[src/rtl/nw_ctrl_fsm.sv]
// Needleman-Wunsch sequencing controller: matrix init, read/fill per cell, traceback.
// Optional cycle counter output enabled by defining NW_CYCLE_CNT_EN.
module nw_ctrl_fsm #(
    parameter int N_LEN = 4,
    parameter int M_LEN = 3,
    parameter int IDX_W = 8
) (
    input  logic             clk,
    input  logic             rst,
    input  logic             start,
    input  logic             abort,
    input  logic             rd_valid,
    input  logic             tb_step,
    input  logic [1:0]       tb_dir,
    output logic             we,
    output logic             en_init,
    output logic             en_ins,
    output logic             en_read,
    output logic             en_traceB,
    output logic             busy,
    output logic             done,
    output logic [IDX_W-1:0] row_idx,
    output logic [IDX_W-1:0] col_idx,
`ifdef NW_CYCLE_CNT_EN
    output logic [31:0]      cycle_cnt,
`endif
    output logic [2:0]       state
);

    typedef enum logic [2:0] {
        S_IDLE  = 3'b000,
        S_INIT  = 3'b001,
        S_READ  = 3'b010,
        S_FILL  = 3'b011,
        S_TRACE = 3'b100,
        S_DONE  = 3'b101
    } state_t;

    localparam logic [IDX_W-1:0] ZERO_IDX = {IDX_W{1'b0}};
    localparam logic [IDX_W-1:0] ONE_IDX  = IDX_W'(1);
    localparam logic [IDX_W-1:0] N_IDX    = IDX_W'(N_LEN);
    localparam logic [IDX_W-1:0] M_IDX    = IDX_W'(M_LEN);

    state_t           state_r;
    state_t           state_n_s;
    logic [IDX_W-1:0] row_r;
    logic [IDX_W-1:0] col_r;
    logic [IDX_W-1:0] row_n_s;
    logic [IDX_W-1:0] col_n_s;
    logic [IDX_W-1:0] trow_s;
    logic [IDX_W-1:0] tcol_s;

    logic we_r, en_init_r, en_ins_r, en_read_r, en_traceb_r, busy_r, done_r;
    logic we_n_s, en_init_n_s, en_ins_n_s, en_read_n_s, en_traceb_n_s, busy_n_s, done_n_s;

    // Traceback moves never wrap below row/col 0.
    function automatic logic [IDX_W-1:0] dec_sat(input logic [IDX_W-1:0] v);
        if (v == ZERO_IDX) begin
            dec_sat = ZERO_IDX;
        end else begin
            dec_sat = v - ONE_IDX;
        end
    endfunction

    // Next-state and next-index logic; abort overrides everything outside IDLE.
    always_comb begin
        state_n_s = state_r;
        row_n_s   = row_r;
        col_n_s   = col_r;
        trow_s    = row_r;
        tcol_s    = col_r;
        if (abort && (state_r != S_IDLE)) begin
            state_n_s = S_IDLE;
            row_n_s   = ZERO_IDX;
            col_n_s   = ZERO_IDX;
        end else begin
            case (state_r)
                S_IDLE: begin
                    if (start) begin
                        state_n_s = S_INIT;
                        row_n_s   = ZERO_IDX;
                        col_n_s   = ZERO_IDX;
                    end else begin
                        state_n_s = S_IDLE;
                    end
                end
                // Row 0 left to right, then column 0 top to bottom.
                S_INIT: begin
                    if ((row_r == ZERO_IDX) && (col_r != M_IDX)) begin
                        col_n_s = col_r + ONE_IDX;
                    end else if (row_r == ZERO_IDX) begin
                        row_n_s = ONE_IDX;
                        col_n_s = ZERO_IDX;
                    end else if (row_r != N_IDX) begin
                        row_n_s = row_r + ONE_IDX;
                    end else begin
                        state_n_s = S_READ;
                        row_n_s   = ONE_IDX;
                        col_n_s   = ONE_IDX;
                    end
                end
                S_READ: begin
                    if (rd_valid) begin
                        state_n_s = S_FILL;
                    end else begin
                        state_n_s = S_READ;
                    end
                end
                S_FILL: begin
                    if ((row_r == N_IDX) && (col_r == M_IDX)) begin
                        state_n_s = S_TRACE;
                    end else if (col_r == M_IDX) begin
                        state_n_s = S_READ;
                        row_n_s   = row_r + ONE_IDX;
                        col_n_s   = ONE_IDX;
                    end else begin
                        state_n_s = S_READ;
                        col_n_s   = col_r + ONE_IDX;
                    end
                end
                S_TRACE: begin
                    if ((row_r == ZERO_IDX) && (col_r == ZERO_IDX)) begin
                        state_n_s = S_DONE;
                    end else if (tb_step) begin
                        case (tb_dir)
                            2'b00: begin
                                trow_s = dec_sat(row_r);
                                tcol_s = dec_sat(col_r);
                            end
                            2'b01: trow_s = dec_sat(row_r);
                            2'b10: tcol_s = dec_sat(col_r);
                            default: begin
                                trow_s = row_r;
                                tcol_s = col_r;
                            end
                        endcase
                        row_n_s = trow_s;
                        col_n_s = tcol_s;
                        if ((trow_s == ZERO_IDX) && (tcol_s == ZERO_IDX)) begin
                            state_n_s = S_DONE;
                        end else begin
                            state_n_s = S_TRACE;
                        end
                    end else begin
                        state_n_s = S_TRACE;
                    end
                end
                S_DONE: begin
                    state_n_s = S_IDLE;
                end
                default: begin
                    state_n_s = S_IDLE;
                    row_n_s   = ZERO_IDX;
                    col_n_s   = ZERO_IDX;
                end
            endcase
        end
    end

    // State and matrix index registers.
    always_ff @(posedge clk or negedge rst) begin
        if (!rst) begin
            state_r <= S_IDLE;
            row_r   <= ZERO_IDX;
            col_r   <= ZERO_IDX;
        end else begin
            state_r <= state_n_s;
            row_r   <= row_n_s;
            col_r   <= col_n_s;
        end
    end

    // Decode the upcoming state so the registered enables line up with state_r.
    always_comb begin
        we_n_s        = 1'b0;
        en_init_n_s   = 1'b0;
        en_ins_n_s    = 1'b0;
        en_read_n_s   = 1'b0;
        en_traceb_n_s = 1'b0;
        busy_n_s      = 1'b0;
        done_n_s      = 1'b0;
        case (state_n_s)
            S_IDLE: begin
                busy_n_s = 1'b0;
            end
            S_INIT: begin
                we_n_s      = 1'b1;
                en_init_n_s = 1'b1;
                busy_n_s    = 1'b1;
            end
            S_READ: begin
                en_read_n_s = 1'b1;
                busy_n_s    = 1'b1;
            end
            S_FILL: begin
                we_n_s     = 1'b1;
                en_ins_n_s = 1'b1;
                busy_n_s   = 1'b1;
            end
            S_TRACE: begin
                en_traceb_n_s = 1'b1;
                busy_n_s      = 1'b1;
            end
            S_DONE: begin
                done_n_s = 1'b1;
                busy_n_s = 1'b1;
            end
            default: begin
                busy_n_s = 1'b0;
            end
        endcase
    end

    // Registered Moore outputs.
    always_ff @(posedge clk or negedge rst) begin
        if (!rst) begin
            we_r        <= 1'b0;
            en_init_r   <= 1'b0;
            en_ins_r    <= 1'b0;
            en_read_r   <= 1'b0;
            en_traceb_r <= 1'b0;
            busy_r      <= 1'b0;
            done_r      <= 1'b0;
        end else begin
            we_r        <= we_n_s;
            en_init_r   <= en_init_n_s;
            en_ins_r    <= en_ins_n_s;
            en_read_r   <= en_read_n_s;
            en_traceb_r <= en_traceb_n_s;
            busy_r      <= busy_n_s;
            done_r      <= done_n_s;
        end
    end

`ifdef NW_CYCLE_CNT_EN
    logic [31:0] cycle_cnt_r;

    // Busy-cycle counter: cleared on launch, saturating, held while idle.
    always_ff @(posedge clk or negedge rst) begin
        if (!rst) begin
            cycle_cnt_r <= 32'd0;
        end else if (busy_r) begin
            if (cycle_cnt_r != 32'hFFFF_FFFF) begin
                cycle_cnt_r <= cycle_cnt_r + 32'd1;
            end else begin
                cycle_cnt_r <= cycle_cnt_r;
            end
        end else if ((state_r == S_IDLE) && start) begin
            cycle_cnt_r <= 32'd0;
        end else begin
            cycle_cnt_r <= cycle_cnt_r;
        end
    end

    assign cycle_cnt = cycle_cnt_r;
`endif

    assign we        = we_r;
    assign en_init   = en_init_r;
    assign en_ins    = en_ins_r;
    assign en_read   = en_read_r;
    assign en_traceB = en_traceb_r;
    assign busy      = busy_r;
    assign done      = done_r;
    assign row_idx   = row_r;
    assign col_idx   = col_r;
    assign state     = state_r;

endmodule

[config.mk]
export PLATFORM = sky130hd
export DESIGN_NAME = nw_ctrl_fsm
export DESIGN_NICKNAME = d
export VERILOG_FILES = /design/src/rtl/nw_ctrl_fsm.sv
export SDC_FILE = /design/constraint.sdc
export NUM_CORES = 1
export LEC_CHECK = 0
export ABC_AREA = 0
export CORE_MARGIN = 4
export CORE_UTILIZATION = 43
export CTS_CLUSTER_DIAMETER = 40
export DETAILED_ROUTE_END_ITERATION = 10
export PLACE_DENSITY = 0.68
export REMOVE_ABC_BUFFERS = 1
export SLEW_MARGIN = 20
export SYNTH_ARGS = -nofsm -noshare
export SYNTH_HDL_FRONTEND = slang
export SYNTH_SLANG_ARGS = --single-unit
[constraint.sdc]
create_clock -name clk -period 2.7 [get_ports clk]
set_clock_uncertainty 0.15 [all_clocks]
set_input_delay 0.405 -clock clk [delete_from_list [all_inputs] [get_ports clk]]
set_output_delay 0.405 -clock clk [all_outputs]
set_load 0.02 [all_outputs]
* After elaboration in Yosys (flattened, before gate mapping)
Cells that the tools add are included.
** Word-level totals
- Bits in read-only memories :: 0
- Memory bits (writable) :: 0
- Latch bits :: 0
- Logic and storage cells :: 106
- Input bits :: 8
- Bits in registers :: 26
- Memories kept :: 0
** Cells by class
- Mux-type cells :: 49
- Shift-type cells :: 0
- Magnitude comparators :: 0
- Eq/ne operators :: 24
- Divide/modulo/power cells :: 0
- Bitwise operators :: 0
- Add/subtract/negate cells :: 4
- $mul :: 0
- Reduce and logical (&&, ||, !) cells :: 19
** Operators by type and width (count)
- two-way mux 8 bit :: 29
- case mux 8 bit (5 select lines) :: 2
- zero test 8 bit :: 4
- two-way mux 3 bit :: 7
- inequality test 3 bit, second input constant :: 6
- adder 8 x 1 -> 8 bit, second input constant :: 2
- subtractor 8 x 1 -> 8 bit, second input constant :: 2
- case mux 3 bit (5 select lines) :: 1
- equality test 3 x 2 -> 1 bit, second input constant :: 4
- equality test 3 bit, second input constant :: 4
- two-way mux 1 bit :: 10
- equality test 8 x 2 -> 1 bit, second input constant :: 1
- equality test 8 x 3 -> 1 bit, second input constant :: 1
- inequality test 8 x 2 -> 1 bit, second input constant :: 1
- inequality test 8 x 3 -> 1 bit, second input constant :: 1
- OR reduction 2 bit :: 4
- AND reduction 7 bit :: 1
- equality test 3 x 1 -> 1 bit, second input constant :: 2
- AND reduction 6 bit :: 1
- logical AND 1 bit :: 5
- inequality test 5 bit, second input constant :: 1
- OR reduction 5 bit :: 1
- zero test 3 bit :: 1
- nonzero test 3 bit :: 1
- 4 further kinds :: 4

* Longest topological paths before layout
- Depth in word-level cells :: 17
- Depth in mapped cells :: 10
- Gate-level depth less buffers :: 8

* Least setup slack after synthesis
OpenSTA, ideal clock, no wires.
- Kind :: register -> register
- From :: reg row_r[0], in the netlist row_idx[0]
- To :: reg en_traceb_r, in the netlist en_traceB
- Path slack :: -264 ps
- Cell stages (with the launch flop) :: 9
- Data required time :: 2430 ps
- Arrival :: 2694 ps
- Buffers on the path :: 0
- Cells stage by stage :: dfrtp_1 -> inv_1 -> ha_1 -> or4b_4 -> or3_4 -> a221oi_2 -> o2111ai_1 -> or4_4 -> a31o_1
** Between the ends
- Cells in the longest elaborated chain, start to end :: 16
** RTL lines
- start, declared :: line 46 : logic [IDX_W-1:0] row_r;
- start signal, assigned :: line 168 : row_r <= row_n_s;
- subtractor 8 x 1 -> 8 bit or zero test 8 bit (tied branches)
- two-way mux 8 bit :: line 58 : if (v == ZERO_IDX) begin
- two-way mux 8 bit
- two-way mux 8 bit :: line 124 : end else if (tb_step) begin
- two-way mux 8 bit :: line 122 : if ((row_r == ZERO_IDX) && (col_r == ZERO_IDX)) begin
- two-way mux 8 bit :: line 77 : case (state_r)
- two-way mux 8 bit :: line 72 : if (abort && (state_r != S_IDLE)) begin
- zero test 8 bit :: line 139 : if ((trow_s == ZERO_IDX) && (tcol_s == ZERO_IDX)) begin
- logical AND 1 bit :: line 139
- two-way mux 1 bit :: line 139
- two-way mux 3 bit :: line 124
- two-way mux 3 bit :: line 122
- case mux 3 bit (5 select lines) (*) :: line 77
- two-way mux 3 bit (*) :: line 72
- equality test 3 bit (*) :: line 182 : case (state_n_s)
- two-way mux 1 bit (*) :: line 182
- via en_traceb_n_s :: line 54 : logic we_n_s, en_init_n_s, en_ins_n_s, en_read_n_s, en_traceb_n_s, busy_n_s, done_n_s;
- end signal, assigned :: line 229 : en_traceb_r <= en_traceb_n_s;
- end, declared :: line 53 : logic we_r, en_init_r, en_ins_r, en_read_r, en_traceb_r, busy_r, done_r;
Mark *: on every way through the listed nets, which the timed path passes. The rest lies on a longest branch. The select of a mux whose other input is x is not followed.
A chain may end at the register's enable or synchronous reset.

* Worst setup path after layout
Ends and elaborated chain as after synthesis.

==> flow_summary.ini <==
[pwr]
power_mw = 2.02
power_density_nw_per_um2 = 684
ir_worst_vdd_mv = 0.302
leakagePower_nw = 1.26

[cts]
cts.sinks = 26
htree_num_levels = 1
cts_buffer_depth = 2
cts_buffers = 3
clk_pin_slew_ps = 100
cts_root_buf = clkbuf_8
insertion_delay_ps = 280
cts_tree = done

[global_routing]
grt_pass1_wl_um = 11600
grt_pass1_vias = 2453
grt_max_degree = 27
grt_util_all_layers_pct = 22.3
grt-ovfl-total = 0
antenna_found_initial = 0

[yosys]
ys_seq_area_share_pct = 28.4
synthArstFlopShare_pct = 100
yosys_warnings = 0
synthCells = 289
synth_area_sq_um = 2290
ys.flop_type = dfrtp_1
synth-edff-count = 0
synth_seq_cells = 26
syn_area_per_cell_sq_um = 7.93
ys_types = 69

[sta]
clock.fmax_mhz = 349
tightest_slew_ps = 660
min_period_ps = 2860
setup_ws_ps = -163
setup_viol = 3
period_share_pct = 106
max-slew-margin-rel_pct = 55.9
grt_setup_unrepaired = yes
final_hold_viol_count = 0
drv_slew = 0

[worst_setup_path]
reg2reg_to = en_traceB$_DFF_PN0_
crit_fanout = 3
critPathRequiredTime_ps = 2730
critical_path_class = reg2reg
critPathArrivalTime_ps = 2890
timing.rr.start = row_idx[0]$_DFFE_PN0P_
r2r_slack_ps = -160
cp-start-kind = flop
r2r_cells = 8
critPathCaptureType = flop

[placement]
dp.cells = 411
place_hpwl_um = 5040
gp_congestion = 0.931
io_buffers = 33
pre_cts_ws_ps = -406
placement.cell_area_sq_um = 2890

[detailed_routing]
drtIter0Drc = 311
firstDrtPassIters = 5
wl_per_cell_um = 16.7
ant_nets = 0
via_per_inst = 5.99
vias = 2493
drc_errors = 0
wl_um = 6930

[layout]
area_growth_pct = 29.1
drive_gt1_share_pct = 17.6
final_cell_area_sq_um = 2960
diodes = 0
instances_no_fill = 416
final_common_cell = buf_4
final_nets = 360
final_cell_mix = buf_4, clkdlybuf4s50_1, nor2_1

[run]
drv_cap = 0

[outcome]
failed_checks = setup timing
status = complete, but fails checks

[floorplan]
die_area_sq_um = 6560
initial_core_util_pct = 44.6
coreArea_sq_um = 5140
pin_count = 34
die_w_um = 81.0
placementRows = 26
fp.dieH_um = 81.0

[min_path]
hp-class = in2async
-- layout make-up --
class | instances | area [sq um]
Tap cell | 70 | 87.6
Fill cell | 522 | 2180
Multi-Input combinational cell | 230 | 1460
Sequential cell | 26 | 651
Inverter | 7 | 26.3
Timing Repair Buffer | 79 | 676
Clock buffer | 4 | 55.1
-- report_power, final --
group / internal [mW] / switching, mW
Combinational: 0.576 / 0.706
Sequential: 0.433 / 0.0439
Clock: 0.131 / 0.132
-- stage by stage --
stage | utilization (%) | hold WS (ps) | setup TNS [ps]
after CTS | 57.4 | 359 | -334
final | 57.5 | 350 | -356
after global routing | 57.5 | 363 | -910
after floorplan | - | -40.6 | -546
after detailed placement | 56.3 | 476 | -1010
after global placement | 56.3 | 458 | -908
-- synth_stat cells (3+ instances only) --
| master | instances | share of area (%) |
|---|---|---|
| nor4b_1 | 4 | 1.5 |
| nor3b_1 | 5 | 1.6 |
| o22ai_1 | 3 | 0.82 |
| o21ai_0 | 20 | 4.4 |
| nand2_1 | 20 | 3.3 |
| nor2b_1 | 6 | 1.6 |
| ha_1 | 5 | 2.7 |
| nor4_1 | 7 | 1.9 |
| inv_1 | 7 | 1.1 |
| a22o_1 | 4 | 1.5 |
| nand3_1 | 6 | 1.3 |
| nor2_1 | 29 | 4.8 |
| nand4_1 | 3 | 0.82 |
| o31ai_1 | 8 | 2.6 |
| and3_1 | 10 | 2.7 |
| nand2b_1 | 4 | 1.1 |
| o21ai_1 | 3 | 0.66 |
| nor3_1 | 15 | 3.3 |
| or3_1 | 4 | 1.1 |
| buf_6 | 5 | 2.5 |
| a21oi_1 | 13 | 2.8 |
| a31oi_1 | 7 | 1.9 |
| clkbuf_1 | 14 | 2.3 |
| a32oi_1 | 3 | 1.1 |
| dfrtp_1 | 26 | 28 |
| mux2i_1 | 4 | 1.7 |
| xnor2_1 | 3 | 1.1 |
-- worst max-delay path, cell delays in order (launching register included) --
cell	delay, ps
dfrtp_1	380
inv_1	70
ha_2	180
or4b_4	460
or3_4	350
a221oi_2	260
o2111ai_1	160
or4_4	560
a31o_1	190
-- flip-flops by register name (all words and copies together) (netlist names) --
signal / count
busy: 1
row_idx: 8
col_idx: 8
done: 1
we: 1
en_traceB: 1
en_read: 1
state: 3
en_ins: 1
en_init: 1
-- routing by layer --
| metal | share of wire (%) | vias up | track usage, % |
|---|---|---|---|
| met5 | 0 | - | 0 |
| met4 | 1.7 | 0 | 7.26 |
| met3 | 6.6 | 11 | 2.33 |
| met2 | 47 | 125 | 37.4 |
| met1 | 44 | 1160 | 29.9 |
| li1 | - | 1197 | - |
-- how the worst max path moves through the flow --
stage / startpoint / end / slack (ps) / cells past startpoint
2_1_floorplan: row_idx[0]$_DFFE_PN0P_ / en_traceB$_DFF_PN0_ / -260 / 8
3_3_place_gp: tb_dir[1] / en_traceB$_DFF_PN0_ / -380 / 7
3_5_place_dp: tb_dir[1] / en_traceB$_DFF_PN0_ / -410 / 7
4_1_cts: row_idx[0]$_DFFE_PN0P_ / en_traceB$_DFF_PN0_ / -170 / 8
5_1_grt: row_idx[1]$_DFFE_PN0P_ / en_traceB$_DFF_PN0_ / -230 / 8
6_report: row_idx[0]$_DFFE_PN0P_ / en_traceB$_DFF_PN0_ / -160 / 8
-- what timing repair did --
item                                    CTS  global route
pin swaps                                 5             1
gates resized for setup                   1             0
setup buffers                             0             1
endpoints found under the setup margin    3            11
hold buffers                              0             0
-- kinds of logic after synthesis --
group,count (synthesis),share of synthesized area [%]
adder cells (fa/ha/maj),5,2.73
flip-flops,26,28.4
AND/OR/NAND/NOR,128,30.7
AO/OA/AOI/OAI,87,26.1
buffers and inverters,33,7.92
multiplexers,5,2.24
XOR/XNOR,5,1.91
No activity file was read; power rests on OpenSTA's default activity.
==> RTL change 1, RTL diff (config.mk and constraints unchanged) <==
Add a define of `NW_CYCLE_CNT_EN`.
--- a/src/rtl/nw_ctrl_fsm.sv
+++ b/src/rtl/nw_ctrl_fsm.sv
@@ -1,5 +1,7 @@
 // Needleman-Wunsch sequencing controller: matrix init, read/fill per cell, traceback.
 // Optional cycle counter output enabled by defining NW_CYCLE_CNT_EN.
+`define NW_CYCLE_CNT_EN
+
 module nw_ctrl_fsm #(
     parameter int N_LEN = 4,
     parameter int M_LEN = 3,
Function (old outputs only; new: cycle_cnt): kept (equiv_simple and equiv_induct, registers matched by name and starting in step).
==> RTL change 1 against the unedited design <==
The run now ends clean; synthesized area is 85% higher; synthesized cell count grew 72%; utilization decreased by 0.067 points; clock power rose to 3.5 times the old value; worst setup slack gained 220 ps; wire length is 91% higher; power increased by 83%; sequential cell count up 32; design area grew 88%.
==> RTL change 1: results (changes against the unedited design) <==
* Yosys Warn Count at 0 (unchanged)
* Final Net Count at 609 (+69%)
* Min-Delay Path Class: flip-flop to flip-flop
* Max IR drop VDD at 0.000354 V (+17%)
* CP arrival at 2710 ps (-180 ps)
* Postcts setup bufs at 0 (unchanged)
* R2R depth at 7 (-1)
* Largest net degree at the start of global routing at 24 (-11%)
* Drt pass-1 iters at 5 (unchanged)
* Routed WL at 13300 microns (+91%)
* Slowest cell on crit path: or4b_4
* M1 WL at 5670 microns (+84%)
* Max FFs per register at 32
* Worst Hold Launch: cycle_cnt[31]
* Hpwl dp at 9650 microns (+92%)
* Initial antenna violation count at 0 (unchanged)
* Synth async-reset ratio at 1.00 (unchanged)
* M2 GR Usage at 0.386 (+0.0117)
* Vias in the first global route at 4345 (+77%)
* Distinct cells, synth at 78 (+13%)
* Max Buffers Root-to-Sink at 2 (unchanged)
* CTS Buf Count at 9 (+6)
* # diodes at 0 (unchanged)
* Port Buffer Count at 65 (+97%)
* Pre-CTS setup slack at 61.2 ps (+467 ps)
* Iter 0 DRT Violations at 430 (+38%)
* Clk_lat worst skew at 340 ps (+60 ps)
* Hold Crit Depth at 1
* Final WS setup at 53.0 ps (+216 ps)
* Clock-pin slew on the worst setup and hold paths at 70 ps (-30 ps)
* Crit path max fanout at 7 (+4)
* Synth area leaders: dfrtp_1 34%, o21ai_0 4.5%, a21oi_1 3.4%
* CTS Root Cell: clkbuf_8
* Met2 WL post-DR at 6340 microns (+93%)
* Global-route met3 utilization at 0.0462 (+0.0229)
* Share of post-route cells with drive strength above 1 at 0.155 (-0.0210)
* Slew HR at 0.526 (-0.0330)
* Leak at 0.00231 uW (+83%)
* Routing usage on met1 at 0.298 (-0.00171)
* Post-synth top cells: 58 x dfrtp_1, 38 x o21ai_0, 33 x nand2_1
* Placer Congestion at 0.981 (+5.4%)
* Global Route Usage Sum at 0.232 (+0.00910)
* First-pass GRT wire length at 21600 microns (+87%)
* Worst Hold Slack at 373 ps (+22.9 ps)
* DR WL met3 at 942 microns (+110%)
* Htree depth at 3 (+2)
* Outcome: finished clean
* Vias/cell at 6.26 (+4.4%)
* Register area share after synthesis at 0.342 (+0.0578)
* Setup crit end: row_idx[1]
* Critical Path Max Stage Delay at 530 ps (-30 ps)
* FF-to-FF Start: col_idx[0]
==> RTL change 1: cell count changes after synthesis, sizes merged, moves of 13 or more <==
cell | before | now
o21ai | 23 | 39
nand4 | 3 | 19
dfrtp | 26 | 58
nand3 | 6 | 24
a21oi | 13 | 30
nand2 | 20 | 33
==> RTL change 1: repair_timing <==
action	4_1_cts	5_1_grt
setup endpoints to repair	0	6
hold buffers	1	0
resized for setup	0	2
hold endpoints to repair	21	0
==> RTL change 1: logic make-up (layout without fill, tap and decap cells) <==
family | after synthesis | in the layout | share of synthesized area
simple gates | 205 | 205 | 0.290
compound gates | 160 | 160 | 0.260
flops | 58 | 58 | 0.342
buf+inv | 47 | 150 | 0.0436
mux | 14 | 14 | 0.0339
fa+ha+maj | 7 | 7 | 0.0206
xor+xnor | 5 | 5 | 0.0103
==> RTL change 1: cell type report <==
class | instances | area, sq um
fill | 881 | 4120
multi-input combinational | 391 | 2620
sequential | 58 | 1450
timing repair buffer | 119 | 1050
tap | 133 | 166
clock buffer | 11 | 141
clock inverter | 5 | 77.6
inverter | 15 | 56.3
==> RTL change 1: critical path, delay by kind of cell (launching register included) <==
family	cells	cell delay (ps)
AO/OA/AOI/OAI	3	800
buffers and inverters	1	100
adder cells (fa/ha/maj)	1	180
AND/OR/NAND/NOR	2	830
flip-flops	1	460
==> RTL change 1: stage by stage <==
stage	cell area, sq um	instances	power [uW]
2_1_floorplan	4120	464	2050
3_3_place_gp	5330	715	2730
3_5_place_dp	5330	715	2740
4_1_cts	5560	732	3680
5_1_grt	5560	732	3890
6_report	5560	732	3700
==> RTL change 1: power breakdown <==
part | internal (uW) | switching, uW
registers | 962 | 125
clock network | 542 | 387
logic | 720 | 961
==> RTL change 2, RTL diff (same flow settings) <==
Without the edit above. Register the inputs `abort`, `rd_valid`, `tb_step` and `tb_dir` before use. The logic sees them one clock later. The other inputs are not delayed to match.
--- a/src/rtl/nw_ctrl_fsm.sv
+++ b/src/rtl/nw_ctrl_fsm.sv
@@ -41,6 +41,18 @@
     localparam logic [IDX_W-1:0] N_IDX    = IDX_W'(N_LEN);
     localparam logic [IDX_W-1:0] M_IDX    = IDX_W'(M_LEN);
 
+    logic abort_q;
+    logic rd_valid_q;
+    logic tb_step_q;
+    logic [1:0] tb_dir_q;
+
+    always_ff @(posedge clk) begin
+        abort_q    <= abort;
+        rd_valid_q <= rd_valid;
+        tb_step_q  <= tb_step;
+        tb_dir_q   <= tb_dir;
+    end
+
     state_t           state_r;
     state_t           state_n_s;
     logic [IDX_W-1:0] row_r;
@@ -69,7 +81,7 @@
         col_n_s   = col_r;
         trow_s    = row_r;
         tcol_s    = col_r;
-        if (abort && (state_r != S_IDLE)) begin
+        if (abort_q && (state_r != S_IDLE)) begin
             state_n_s = S_IDLE;
             row_n_s   = ZERO_IDX;
             col_n_s   = ZERO_IDX;
@@ -100,7 +112,7 @@
                     end
                 end
                 S_READ: begin
-                    if (rd_valid) begin
+                    if (rd_valid_q) begin
                         state_n_s = S_FILL;
                     end else begin
                         state_n_s = S_READ;
@@ -121,8 +133,8 @@
                 S_TRACE: begin
                     if ((row_r == ZERO_IDX) && (col_r == ZERO_IDX)) begin
                         state_n_s = S_DONE;
-                    end else if (tb_step) begin
-                        case (tb_dir)
+                    end else if (tb_step_q) begin
+                        case (tb_dir_q)
                             2'b00: begin
                                 trow_s = dec_sat(row_r);
                                 tcol_s = dec_sat(col_r);
Formal check against the unedited RTL: not equivalent (Yosys sat finds a counterexample within 4 cycles, from zero or initial values and one cycle with rst low).
==> RTL change 2 against the unedited design <==
Cell count down 1.4%; design area up 1.5%; via count is 1.2% lower; sequential cell count increased by 5; first-iteration DRC count fell by 50%; synthesized area grew 2.9%; wire length fell by 0.75%; worst setup slack better by 310 ps; power increased by 12%; sequential share of layout area up 3.0 points.
==> RTL change 2: results (changes against the unedited design) <==
* Critical Path Max Stage Delay at 520 ps (-40 ps)
* Global-route met3 utilization at 0.0417 (+0.0184)
* Crit path max fanout at 11 (+8)
* First-pass GRT wire length at 11400 microns (-1.2%)
* Iter 0 DRT Violations at 154 (-50%)
* Slowest cell on crit path: a2111o_1
* CP delay by family, top: compound AO/OA/AOI/OAI gates
* Final Net Count at 352 (-2.2%)
* Drt pass-1 iters at 4 (-1)
* Register area share after synthesis at 0.318 (+0.0343)
* Commonest non-fill, non-tap cell in the layout: clkdlybuf4s50_1
* M1 WL at 3140 microns (+2.0%)
* Outcome: finished clean
* Worst slew pin tran at 723 ps (+62.8 ps)
* Leak at 0.00126 uW (about the same)
* Met2 WL post-DR at 3050 microns (-7.2%)
* Routing usage on met1 at 0.305 (+0.00554)
* Synth Area in Adders at 0.0265 (-0.000782)
* Non-Filler Instances at 410 (-1.4%)
* M2 GR Usage at 0.335 (-0.0392)
* Synth Area in Compound Gates at 0.263 (+0.00154)
* Distinct cells, synth at 63 (-8.7%)
* CTS Buf Count at 5 (+2)
* Cells after DPL at 401 (-2.4%)
* Vias at 2463 (-1.2%)
* Mean Syn Cell Area at 7.91 sq um (-0.16%)
* Wirelength per Cell at 16.8 microns (+0.70%)
[RTL change 2: cells by family (layout without fill, tap and decap cells)]
logic type,after synthesis,in the layout
fa+ha+maj,5,5
buf+inv,39,81
compound gates,88,88
xor+xnor,7,7
simple gates,124,124
mux,4,4
flops,31,31
[RTL change 2: power by group]
group	internal, uW	total (uW)	leakage, uW	switching [uW]
Combinational	499	1220	0.000803	721
Clock	299	489	0.0000612	191
Sequential	517	564	0.000395	46.6
Total	1320	2270	0.00126	959
[RTL change 2: what timing repair did]
action	in CTS	in global routing
setup endpoints to repair	0	3
gates resized for setup	0	3
setup buffers	0	1
[RTL change 2: cell type report]
type | instances | area [sq um]
Clock buffer | 6 | 82.6
Clock inverter | 2 | 35.0
Fill cell | 494 | 2200
Inverter | 12 | 45.0
Multi-Input combinational cell | 228 | 1460
Sequential cell | 31 | 751
Tap cell | 70 | 87.6
Timing Repair Buffer | 61 | 541
[RTL change 2: metrics by stage]
| step | setup slack, ps | util | cell area (sq um) | power, uW | hold slack (ps) |
|---|---|---|---|---|---|
| finish | 149 | 0.576 | 3000 | 2270 | 337 |
| global route | 10.4 | 0.576 | 3000 | 2430 | 386 |
| floorplan | 192 | - | 2250 | 1330 | -40.6 |
| detailed placement | 159 | 0.551 | 2870 | 1760 | 478 |
| global placement | 230 | 0.551 | 2870 | 1750 | 471 |
| CTS | 147 | 0.574 | 2990 | 2250 | 348 |
[RTL change 2: worst min path at each step]
stage	from	to	slack (ps)	cells past startpoint
6_report	rst	row_idx[3]	340	2
5_1_grt	rst	row_idx[3]	390	2
4_1_cts	rst	row_idx[3]	350	2
3_5_place_dp	abort_q	row_idx[1]	480	1
3_3_place_gp	abort_q	row_idx[1]	470	1
2_1_floorplan	rst	busy	-40	0
